### src/rtl/jk_step_pkg.sv
// Shared types and constants for the jk_step_ctrl block: FSM encoding and
// the J/K excitation pairs used to drive the flip-flop bank.
package jk_step_pkg;

  typedef enum logic [1:0] {
    ST_IDLE = 2'b00,
    ST_RUN  = 2'b01,
    ST_DONE = 2'b10
  } state_t;

  typedef struct packed {
    logic j;
    logic k;
  } jk_t;

  localparam jk_t JK_HOLD = 2'b00;
  localparam jk_t JK_CLR  = 2'b01;
  localparam jk_t JK_SET  = 2'b10;
  localparam jk_t JK_TOG  = 2'b11;

  // Excitation that makes a cell settle at the given value on the next edge.
  function automatic jk_t jk_for_value(input logic v);
    jk_for_value = v ? JK_SET : JK_CLR;
  endfunction

  // Excitation that toggles a cell when en is set and holds it otherwise.
  function automatic jk_t jk_for_toggle(input logic en);
    jk_for_toggle = en ? JK_TOG : JK_HOLD;
  endfunction

endpackage

### src/rtl/jkff.sv
// Single J/K flip-flop cell with synchronous active-high reset.
module jkff (
  input  logic clk,
  input  logic reset,
  input  logic j,
  input  logic k,
  output logic q
);

  logic q_q;
  logic q_d;

  // Next-state function: hold, reset, set or toggle.
  always_comb begin
    q_d = q_q;
    case ({j, k})
      2'b00:   q_d = q_q;
      2'b01:   q_d = 1'b0;
      2'b10:   q_d = 1'b1;
      2'b11:   q_d = ~q_q;
      default: q_d = q_q;
    endcase
  end

  // Cell storage; reset clears the cell.
  always_ff @(posedge clk) begin
    if (reset) begin
      q_q <= 1'b0;
    end else begin
      q_q <= q_d;
    end
  end

  assign q = q_q;

endmodule

### src/rtl/jk_step_ctrl.sv
// Step-sequencing controller: owns a bank of jkff cells and derives their
// J/K excitation to hold, parallel-load, or count up/down for a requested
// number of steps under a start/busy/done handshake.
module jk_step_ctrl
  import jk_step_pkg::*;
#(
  parameter int WIDTH = 4
) (
  input  logic             clk,
  input  logic             reset,
  input  logic             start,
  input  logic             dir,
  input  logic [WIDTH-1:0] steps,
  input  logic             load,
  input  logic [WIDTH-1:0] load_val,
  output logic [WIDTH-1:0] q,
  output logic             busy,
  output logic             done,
  output logic             tc
);

  localparam logic [WIDTH-1:0] CNT_ONE  = {{(WIDTH-1){1'b0}}, 1'b1};
  localparam logic [WIDTH-1:0] CNT_ZERO = {WIDTH{1'b0}};

  state_t           state_q;
  state_t           state_d;
  logic [WIDTH-1:0] remaining_q;
  logic [WIDTH-1:0] remaining_d;
  logic             dir_q;
  logic             dir_d;
  logic [WIDTH-1:0] tog_en_s;
  logic [WIDTH-1:0] j_s;
  logic [WIDTH-1:0] k_s;

  // Counting enables: bit i toggles when all lower bits are 1 (up) or 0 (down).
  always_comb begin
    logic carry;
    carry    = 1'b1;
    tog_en_s = CNT_ZERO;
    for (int i = 0; i < WIDTH; i++) begin
      tog_en_s[i] = carry;
      carry       = carry & (dir_q ? q[i] : ~q[i]);
    end
  end

  // FSM next state, step counter, direction latch and per-bit excitation mux.
  always_comb begin
    state_d     = state_q;
    remaining_d = remaining_q;
    dir_d       = dir_q;
    j_s         = CNT_ZERO;
    k_s         = CNT_ZERO;
    case (state_q)
      ST_IDLE: begin
        if (load) begin
          // Load wins over start; the start request is dropped.
          for (int i = 0; i < WIDTH; i++) begin
            {j_s[i], k_s[i]} = jk_for_value(load_val[i]);
          end
        end else if (start) begin
          dir_d       = dir;
          remaining_d = steps;
          if (steps != CNT_ZERO) begin
            state_d = ST_RUN;
          end else begin
            state_d = ST_DONE;
          end
        end else begin
          state_d = ST_IDLE;
        end
      end
      ST_RUN: begin
        for (int i = 0; i < WIDTH; i++) begin
          {j_s[i], k_s[i]} = jk_for_toggle(tog_en_s[i]);
        end
        remaining_d = remaining_q - CNT_ONE;
        if (remaining_q == CNT_ONE) begin
          state_d = ST_DONE;
        end else begin
          state_d = ST_RUN;
        end
      end
      ST_DONE: begin
        state_d = ST_IDLE;
      end
      default: begin
        state_d = ST_IDLE;
      end
    endcase
  end

  // Controller state registers; reset aborts any run without a done pulse.
  always_ff @(posedge clk) begin
    if (reset) begin
      state_q     <= ST_IDLE;
      remaining_q <= CNT_ZERO;
      dir_q       <= 1'b1;
    end else begin
      state_q     <= state_d;
      remaining_q <= remaining_d;
      dir_q       <= dir_d;
    end
  end

  for (genvar g = 0; g < WIDTH; g++) begin : g_bank
    jkff u_cell (
      .clk   (clk),
      .reset (reset),
      .j     (j_s[g]),
      .k     (k_s[g]),
      .q     (q[g])
    );
  end

  assign busy = (state_q != ST_IDLE);
  assign done = (state_q == ST_DONE);
  assign tc   = dir_q ? (&q) : ~(|q);

endmodule

### config.mk
export PLATFORM = sky130hd
export DESIGN_NAME = jk_step_ctrl
export DESIGN_NICKNAME = d
export VERILOG_FILES = /design/src/rtl/jk_step_pkg.sv /design/src/rtl/jkff.sv /design/src/rtl/jk_step_ctrl.sv
export SDC_FILE = /design/constraint.sdc
export NUM_CORES = 1
export LEC_CHECK = 0
export BUFFER_PORTS_ARGS = -buffer_cell sky130_fd_sc_hd__buf_2
export CORE_MARGIN = 4
export CORE_UTILIZATION = 45
export CTS_CLUSTER_SIZE = 12
export DETAILED_ROUTE_END_ITERATION = 16
export PLACE_DENSITY = 0.7
export SLEW_MARGIN = 20
export SYNTH_ARGS = -nofsm -noshare
export SYNTH_HDL_FRONTEND = slang
export SYNTH_SLANG_ARGS = --single-unit
### constraint.sdc
create_clock -name clk -period 1.6 [get_ports clk]
set_input_delay 0 -clock clk [delete_from_list [all_inputs] [get_ports clk]]
set_output_delay 0 -clock clk [all_outputs]
set_load 0.02 [all_outputs]
==> qor.csv, run 1 <==
stage,metric,value,unit
global_routing,antenna_found_initial,0,
place,hpwl,1180,µm
drt,drc,0,
timing,skew,1.18,ps
critical_path,cp.required,1780,ps
global_routing,grt-ovfl-total,0,
cells_and_area,nets,120,
cts,clkLatencyLatePin,270,ps
min_path,holdPathStages,3,
logic_synthesis,ys_seq_area_share,32.3,%
logic_synthesis,synth.cell_area,682,µm²
logic_synthesis,syn_area_per_cell,8.22,µm²
logic_synthesis,yosysUniqueCellTypes,34,
cells_and_area,ff_latch_area,220,µm²
cts,clk_pin_slew,70,ps
status,outcome,"finished, final reports clean",
global_routing,grt_first_pass_wirelength,2700,µm
timing,fmax,724,MHz
pwr,vdd_ir_drop_max,0.447,mV
drt,wl,1550,µm
drt,vias,667,
cts,post_cts_resized,0,
timing,finalSetupViolCount,0,
critical_path,r2r_cells,4,
place,gp_congestion,0.763,
floorplanning,core,1370,µm²
min_path,min_path_type,in2reg,
logic_synthesis,synth-seq-cells,11,
timing,drv_slew,0,
timing,tns,0,ps
timing,finalCritPeriodShare,86.3,%
cells_and_area,multi_input_area,405,µm²
drt,ant_nets,0,
floorplanning,rows,13,
drt,dr.pass1.iters,4,
job,maxCapViolations,0,
timing,rsz0062_at_grt,no,
cells_and_area,final_cell_mix,"buf_2 (19), dfxtp_1 (11), a21oi_1 (9), nor2_1 (8)",
critical_path,worstSetupPathType,reg2reg,
cts,cts_buffers,3,
floorplanning,ios,20,
timing,fin_crit,1380,ps
critical_path,end_kind,flip-flop,
place,portBuffers,19,
pwr,p_leak,0.340,nW
logic_synthesis,postSynthCellCount,83,
logic_synthesis,synth_top_cell_by_area,dfxtp_1,
logic_synthesis,ys_warn_count,0,
logic_synthesis,synthTopCellsByArea,"dfxtp_1 (32%), a21oi_1 (6.6%), a211oi_1 (5.5%)",
pwr,total_power,0.701,mW
cts,cts.path.max_buffers,2,
cells_and_area,area_growth,20.2,%
timing,tightest_slew,339,ps
global_routing,grt_max_degree,12,
timing,hold_violations,0,
cts,cts_root_buf,clkbuf_4,
global_routing,grt_pass1_vias,614,
cells_and_area,num-fill-cells,136,
cells_and_area,n_antenna_cell,0,
drt,wl_per_cell,13.0,µm
drt,via_per_inst,5.61,
critical_path,critPathLaunchType,flip-flop,
floorplanning,die_area,2200,µm²
cells_and_area,mostFrequentLayoutCell,buf_2,
pwr,powerDensity,855,nW/µm²
cts,htree_levels,1,
floorplanning,die_height,46.9,µm
critical_path,path_max_fanout,9,
cells_and_area,layout-drive-gt1-share,26.9,%
drt,drt_iter0_drc,8,
cts,cts_tree,done,
cts,post_cts_buffers,0,
logic_synthesis,synth_nets,98,
global_routing,grtUsageTotal,17.8,%
floorplanning,die_w,46.9,µm
floorplanning,initial_core_util,49.9,%
critical_path,arrival,1570,ps
cts,cts.sinks,11,
cts,ctsHoldBuffers,2,
logic_synthesis,yosysTopAreaCellShare,32.3,%
timing,slew_headroom,77.4,%
-- sequential cells by signal (all words and copies together), names as in the netlist --
name             flops
dir_q                1
g_bank.u_cell.q      4
remaining_q          4
state_q              2
-- report_power, final --
group          total, mW  switching [mW]  internal, mW
Sequential         0.327          0.0288         0.298
Combinational      0.181          0.0995        0.0817
Clock              0.193          0.0963        0.0966
Total              0.701           0.225         0.476
-- cell usage after synthesis --
cell / count
and4_1: 1
nor2b_1: 3
a221oi_1: 2
xor2_1: 1
or4_4: 1
or4b_4: 1
xnor2_1: 1
or3_1: 1
clkbuf_1: 2
dfxtp_1: 11
nor3_1: 2
nand3_1: 3
a211oi_2: 1
nand2b_1: 1
and2_1: 1
nor3b_1: 1
o21a_1: 1
nor2_1: 8
a211oi_1: 5
mux2_2: 1
nand2_1: 2
nor4_1: 1
buf_4: 4
o21bai_1: 1
nor4b_1: 1
ha_1: 2
a211o_1: 1
a21oi_1: 9
inv_1: 5
o22ai_1: 1
a311oi_1: 2
a31oi_1: 1
a22o_1: 1
o21ai_0: 4
-- critical path, cell delays in order (launching register included) --
cell and delay [ps]:
dfxtp_1 440, nand2b_1 350, a21oi_1 110, o21bai_1 170, a211oi_1 230
-- per-layer routing --
metal	track usage [%]	wire (µm)	share of wire, %	vias to the layer above
met2	23.3	640	41	23
met5	0	0	0	-
li1	-	-	-	349
met4	8.29	22	1.4	0
met1	25.3	784	51	291
met3	6.90	100	6.5	4
-- cell families after synthesis --
| group | after synthesis | synth area share, % |
|---|---|---|
| multiplexers | 1 | 1.65 |
| XOR/XNOR | 2 | 2.57 |
| adder cells (fa/ha/maj) | 2 | 3.67 |
| buffers and inverters | 11 | 8.26 |
| AO/OA/AOI/OAI | 29 | 28.6 |
| flip-flops | 11 | 32.3 |
| AND/OR/NAND/NOR | 27 | 22.9 |
-- cell type report --
| cell class | instances | area share, % |
|---|---|---|
| Tap cell | 15 | 2.29 |
| Sequential cell | 11 | 26.9 |
| Multi-Input combinational cell | 61 | 49.5 |
| Timing Repair Buffer | 23 | 15.9 |
| Inverter | 5 | 2.29 |
| Clock buffer | 4 | 3.21 |
-- metrics by stage --
step	hold WS [ps]	area (µm²)	setup WS, ps	util [%]	std cells
6_report	43.4	820	219	60.0	119
2_1_floorplan	94.4	682	290	-	83
4_1_cts	27.5	820	203	60.0	119
5_1_grt	53.2	820	59.4	60.0	119
3_3_place_gp	203	773	162	56.6	113
3_5_place_dp	207	773	155	56.6	113
-- worst paths after layout --
kind	startpoint	slack (ps)	to
worst max register to register	state_q[1]	220	g_bank[2].u_cell.q
worst min register to register	remaining_q[3]	510	remaining_q[3]
worst max-delay path	state_q[1]	220	g_bank[2].u_cell.q
worst min-delay path	steps[2]	40	remaining_q[2]
(Power assumes the default switching activity.)
==> inputs of run 2 (changes only) <==
==> constraint.sdc (replaced) <==
create_clock -name clk -period 1.3 [get_ports clk]
set_input_delay 0 -clock clk [delete_from_list [all_inputs] [get_ports clk]]
set_output_delay 0 -clock clk [all_outputs]
set_load 0.02 [all_outputs]
==> run 2 against run 1 <==
Compared with the run above: global-route usage about the same; clock skew increased by 7.4 ps; total power up 31%; critical path depth unchanged; largest power group unchanged.
==> qor.csv, run 2 (synthesis results as in run 1) <==
stage,metric,value,unit,change
critical_path,critPathLaunchType,flip-flop,,
critical_path,crit_buf_inv,0,,unchanged
cells_and_area,num-fill-cells,124,,-8.8%
floorplanning,die_height,46.9,µm,unchanged
timing,finalCritPeriodShare,96.4,%,+10 points
drt,drt_iter0_drc,13,,+5
timing,finalSetupViolCount,0,,unchanged
cells_and_area,layout-drive-gt1-share,44.7,%,+18 points
floorplanning,initial_core_util,49.9,%,unchanged
global_routing,grt_pass1_vias,633,,+3.1%
floorplanning,rows,13,,unchanged
cts,cts_root_buf,clkbuf_4,,
global_routing,antenna_found_initial,0,,unchanged
cts,post_cts_buffers,0,,unchanged
floorplanning,die_w,46.9,µm,unchanged
cts,cts.sinks,11,,unchanged
place,gp_congestion,0.757,,-0.76%
cells_and_area,final_cell_mix,"buf_2 (18), buf_4 (13), nor2_1 (8), a21oi_1 (8), dfxtp_2 (6)",,
status,outcome,"finished, final reports clean",,
global_routing,grt_first_pass_wirelength,2780,µm,+3.1%
floorplanning,die_area,2200,µm²,unchanged
timing,skew,8.55,ps,+7.38 ps
global_routing,grtUsageTotal,17.8,%,+0.036 points
critical_path,crit_chain,or3_1 -> a21oi_2 -> o21bai_1 -> a211oi_1,,
drt,drc,0,,unchanged
cts,htree_levels,1,,unchanged
drt,wl_per_cell,12.8,µm,-1.4%
place,hpwl,1270,µm,+8.1%
timing,hold_violations,0,,unchanged
timing,rsz0062_at_grt,yes,,
cts,clk_pin_slew,80,ps,about the same
pwr,powerDensity,974,nW/µm²,+14%
drt,via_per_inst,5.69,,+1.5%
pwr,p_leak,0.398,nW,+17%
drt,ant_nets,0,,unchanged
timing,slew_headroom,84.6,%,+7.2 points
drt,dr.pass1.iters,4,,unchanged
critical_path,slowest_delay,400,ps,-40 ps
place,portBuffers,19,,unchanged
cts,cts_tree,done,,
cts,clkLatencyLatePin,270,ps,about the same
timing,whs,9.92,ps,-33.5 ps
min_path,min_path_type,in2reg,,
critical_path,slowest_stage,or3_1,,
pwr,vdd_ir_drop_max,0.664,mV,+48%
critical_path,path_max_fanout,5,,-4
timing,tns,0,ps,unchanged
timing,drv_slew,0,,unchanged
critical_path,worstSetupPathType,reg2reg,,
floorplanning,core,1370,µm²,unchanged
cts,cts_buffers,3,,unchanged
job,maxCapViolations,0,,unchanged
timing,tightest_slew,229,ps,-109 ps
critical_path,cp.required,1460,ps,-320 ps
cells_and_area,area_growth,38.2,%,
timing,fmax,798,MHz,+10%
floorplanning,ios,20,,unchanged
critical_path,arrival,1410,ps,-160 ps
cells_and_area,n_antenna_cell,0,,unchanged
global_routing,grt_max_degree,12,,unchanged
cells_and_area,nets,130,,+8.3%
critical_path,cp_top_family,simple AND/OR/NAND/NOR gates,,
critical_path,end_kind,flip-flop,,
timing,fin_crit,1250,ps,-127 ps
cts,cts.path.max_buffers,2,,unchanged
cells_and_area,mostFrequentLayoutCell,buf_2,,
drt,wl,1650,µm,+6.9%
global_routing,grt-ovfl-total,0,,unchanged
drt,vias,734,,+10%
## run 2: worst min-delay path: stages
cell	delay, ps
buf_2	90
nor2_1	90
a211oi_1	50
## run 2: metal layers
metal  share of wire [%]  global-route usage [%]
met5                   0                       0
met1                  49                    25.8
met3                 6.1                    5.75
met2                  44                    25.2
met4                0.67                    4.97
## run 2: worst paths after layout
check | from | end | slack, ps | cells past startpoint
worst max-delay path | g_bank[0].u_cell.q | g_bank[2].u_cell.q | 50 | 4
worst min register to register | remaining_q[3] | remaining_q[3] | 500 | 2
worst min-delay path | load_val[0] | g_bank[0].u_cell.q | 10 | 3
worst max register to register | g_bank[0].u_cell.q | g_bank[2].u_cell.q | 50 | 4
## run 2: final cells by class
| class | instances | area (µm²) | area share (%) |
|---|---|---|---|
| clock buffers | 4 | 26.3 | 2.79 |
| inverters | 5 | 18.8 | 1.99 |
| multi-input cells | 61 | 438 | 46.5 |
| flip-flops and latches | 11 | 231 | 24.6 |
| well taps | 15 | 18.8 | 1.99 |
| repair buffers | 33 | 209 | 22.2 |
## run 2: report_power, final
group          switching [mW]  total (mW)  internal [mW]
clock                   0.118       0.237          0.119
combinational           0.135       0.271          0.135
sequential             0.0398       0.410          0.371
total                   0.293       0.918          0.625
## run 2: timing repair
| item | in CTS | in global routing |
|---|---|---|
| pin swaps | 0 | 4 |
| endpoints found under the setup margin | 2 | 13 |
| gates resized for setup | 3 | 14 |
| hold endpoints to repair | 1 | 0 |
| hold buffers | 1 | 0 |
## run 2: per-stage QoR
step                      power, mW  cells  setup slack [ps]  util, %  cell area, µm²
after floorplan               0.571     83              6.20        -             688
after global placement        0.658    124              -121     63.1             862
after detailed placement      0.665    124              -132     63.1             862
after CTS                     0.908    129              10.8     66.4             907
after global routing          0.973    129             -30.4     69.0             942
final                         0.918    129              46.4     69.0             942
==> inputs of run 3 (changes only) <==
--- a/config.mk
+++ b/config.mk
@@ -5,12 +5,13 @@
 export SDC_FILE = /design/constraint.sdc
 export NUM_CORES = 1
 export LEC_CHECK = 0
+export ABC_AREA = 1
 export BUFFER_PORTS_ARGS = -buffer_cell sky130_fd_sc_hd__buf_2
 export CORE_MARGIN = 4
 export CORE_UTILIZATION = 45
 export CTS_CLUSTER_SIZE = 12
 export DETAILED_ROUTE_END_ITERATION = 16
-export PLACE_DENSITY = 0.7
+export PLACE_DENSITY = 0.69
 export SLEW_MARGIN = 20
 export SYNTH_ARGS = -nofsm -noshare
 export SYNTH_HDL_FRONTEND = slang
==> constraint.sdc (replaced) <==
create_clock -name clk -period 1.3 [get_ports clk]
set_input_delay 0.13 -clock clk [delete_from_list [all_inputs] [get_ports clk]]
set_output_delay 0.13 -clock clk [all_outputs]
set_load 0.02 [all_outputs]
==> run 3 against run 2 <==
Compared with the run above: the flow now finishes with violations (negative setup slack); via count up 6.0%; routed wire length up 5.9%; design area down 7.0%; die area increased by 4.4%; first-iteration DRC count is 31% lower; count of clock-buffer cells in the layout is the same; largest cell class unchanged; highest routed layer unchanged.
==> qor.csv, run 3 <==
stage,metric,value,unit,change
critical_path,arrival,1190,ps,-220 ps
critical_path,crit_path_start,g_bank[0].u_cell.q,,
drt,wl_per_cell,11.5,µm,-10%
global_routing,grt_max_degree,10,,-2
drt,drt_iter0_drc,9,,-4
drt,drc,0,,unchanged
critical_path,r2r-end,remaining_q[1],,
floorplanning,die_height,48.0,µm,+2.2%
floorplanning,die_w,48.0,µm,+2.2%
logic_synthesis,yosys.area_share.simple,38.0,%,+15 points
global_routing,grt_pass1_vias,645,,+1.9%
logic_synthesis,synth.cell_area,718,µm²,+5.3%
drt,wl,1750,µm,+5.9%
cts,cts.path.max_buffers,2,,unchanged
logic_synthesis,synthFlopType,dfxtp_1,,
pwr,powerDensity,1010,nW/µm²,+4.0%
cts,cts_tree,done,,
logic_synthesis,yosysUniqueCellTypes,22,,-35%
pwr,p_leak,0.447,nW,+12%
pwr,vdd_ir_drop_max,0.448,mV,-32%
global_routing,grtUsageTotal,16.3,%,-1.5 points
critical_path,worstSetupPathType,reg2out,,
logic_synthesis,async_reset_ff_share,0,%,unchanged
floorplanning,ios,20,,unchanged
critical_path,path_max_fanout,3,,-2
critical_path,end_kind,output pin,,
logic_synthesis,synth-compound-area-share,16.4,%,-12 points
critical_path,cp.required,1170,ps,-290 ps
global_routing,antenna_found_initial,0,,unchanged
cells_and_area,nets,152,,+17%
timing,fmax,757,MHz,-5.2%
cells_and_area,layout-drive-gt1-share,30.1,%,-15 points
drt,via_per_inst,5.12,,-10%
timing,finalCritPeriodShare,102,%,+5.3 points
critical_path,r2r_cells,5,,+1
critical_path,rrSetupSlack,110,ps,+60 ps
cells_and_area,ff_latch_area,226,µm²,-2.2%
timing,skew,4.96,ps,-3.60 ps
cells_and_area,mostFrequentLayoutCell,nand2_1,,
floorplanning,initial_core_util,47.7,%,-2.2 points
logic_synthesis,synth-seq-cells,11,,unchanged
global_routing,grt_first_pass_wirelength,2630,µm,-5.5%
cts,cts_root_buf,clkbuf_4,,
logic_synthesis,yosysTopAreaCellShare,30.7,%,-1.6 points
cells_and_area,area_growth,22.0,%,
place,hpwl,1280,µm,+0.79%
timing,whs,81.7,ps,+71.8 ps
timing,slew_headroom,84.8,%,+0.17 points
logic_synthesis,synth_nets,128,,+31%
cells_and_area,num-fill-cells,151,,+22%
cells_and_area,instances_no_fill,152,,+18%
timing,rsz0062_at_grt,yes,,
logic_synthesis,syn_area_per_cell,6.36,µm²,-23%
cts,clkLatencyLatePin,270,ps,about the same
cts,htree_levels,1,,unchanged
job,maxCapViolations,0,,unchanged
logic_synthesis,postSynthCellCount,113,,+36%
min_path,min_path_type,in2reg,,
timing,fin_crit,1320,ps,+68.3 ps
status,failed_checks,negative setup slack,,
timing,hold_violations,0,,unchanged
timing,finalSetupViolCount,1,,+1
timing,drv_slew,0,,unchanged
pwr,total_power,0.887,mW,-3.3%
global_routing,grt-ovfl-total,0,,unchanged
cts,cts_buffers,3,,unchanged
logic_synthesis,synth.most_common_cell,nand2_1,,
drt,dr.pass1.iters,4,,unchanged
place,place_inst,144,,+16%
place,gp_congestion,0.843,,+11%
floorplanning,core,1510,µm²,+10%
logic_synthesis,synth_edf_count,0,,unchanged
cells_and_area,multi_input_area,423,µm²,-3.4%
logic_synthesis,synth_xor_area_share,0,%,-2.6 points
timing,tightest_slew,227,ps,-2.08 ps
logic_synthesis,synthMuxAreaShare,0,%,-1.7 points
logic_synthesis,synthTopCellsByArea,"dfxtp_1 (31%), nand2_1 (16%), nor2_1 (7.3%)",,
logic_synthesis,synth-adder-area-share,3.48,%,-0.19 points
cts,ctsHoldBuffers,0,,-1
critical_path,r2r_start,remaining_q[0],,
cells_and_area,final_cell_mix,"nand2_1 (31), buf_2 (18), nor2_1 (14), inv_1 (10), a21oi_1 (9)",,
logic_synthesis,yosys-top-cells-count,"nand2_1 (31), nor2_1 (14), dfxtp_1 (11), inv_1 (11), a21oi_1 (9)",,
floorplanning,rows,14,,+1
critical_path,critPathLaunchType,flip-flop,,
cells_and_area,n_antenna_cell,0,,unchanged
timing,fin_ws,-21.9,ps,-68.3 ps
logic_synthesis,synth_top_family_by_area,simple AND/OR/NAND/NOR gates,,
place,portBuffers,19,,unchanged
drt,ant_nets,0,,unchanged
status,outcome,"finished, violations left",,
logic_synthesis,ys_warn_count,0,,unchanged
logic_synthesis,synth_top_cell_by_area,dfxtp_1,,
cts,cts.sinks,11,,unchanged
cts,clk_pin_slew,80,ps,about the same
floorplanning,die_area,2300,µm²,+4.4%
drt,vias,778,,+6.0%
critical_path,cp-endpoint,tc,,
logic_synthesis,ys_seq_area_share,30.7,%,-1.6 points
[run 3: final cells by class]
class,count,share of cell area [%]
Multi-Input combinational cell,84,48.3
Tap cell,16,2.29
Inverter,14,6.00
Clock buffer,4,3.00
Sequential cell,11,25.9
Timing Repair Buffer,23,14.6
[run 3: timing repair]
item	CTS	global route
gates resized for setup	4	3
setup endpoints to repair	1	1
hold endpoints to repair	0	0
setup buffers	4	0
[run 3: where the power goes]
| group | switching, mW | internal (mW) | leakage (nW) |
|---|---|---|---|
| registers | 0.0306 | 0.367 | 0.0920 |
| logic | 0.147 | 0.101 | 0.340 |
| clock network | 0.123 | 0.119 | 0.0150 |
[run 3: per-layer routing]
layer,GRT usage [%],vias up,share of wire [%]
li1,-,409,-
met1,20.3,352,44
met2,26.6,15,51
met3,2.26,2,4.9
met4,9.14,0,0.74
met5,0,-,0
[run 3: cells by family after synthesis]
logic type	Yosys count
AOI/OAI and AO/OA	21
adders and majority gates	2
buffers and inverters	18
DFF	11
and+or+nand+nor	61
[run 3: metrics by stage]
step	util (%)	instance area, µm²	setup slack, ps	setup TNS, ps
after global routing	58.1	876	-113	-113
after floorplan	-	718	85.8	0
after CTS	57.4	865	-15.0	-15.0
after global placement	53.3	803	180	0
final	58.1	876	-21.9	-21.9
after detailed placement	53.3	803	158	0
[run 3: worst min path at each step]
stage           from            endpoint  slack [ps]  cells after the start
2_1_floorplan  reset  g_bank[3].u_cell.q         200                      1
3_3_place_gp     dir               dir_q         360                      3
3_5_place_dp     dir               dir_q         360                      3
4_1_cts        reset  g_bank[3].u_cell.q          80                      2
5_1_grt          dir               dir_q          80                      3
6_report       reset  g_bank[3].u_cell.q          80                      2
[run 3: critical path: stages, from the launching register on]
cell and delay (ps):
dfxtp_4 350, nor2_1 90, nand2_1 80, o32ai_2 220, buf_4 180
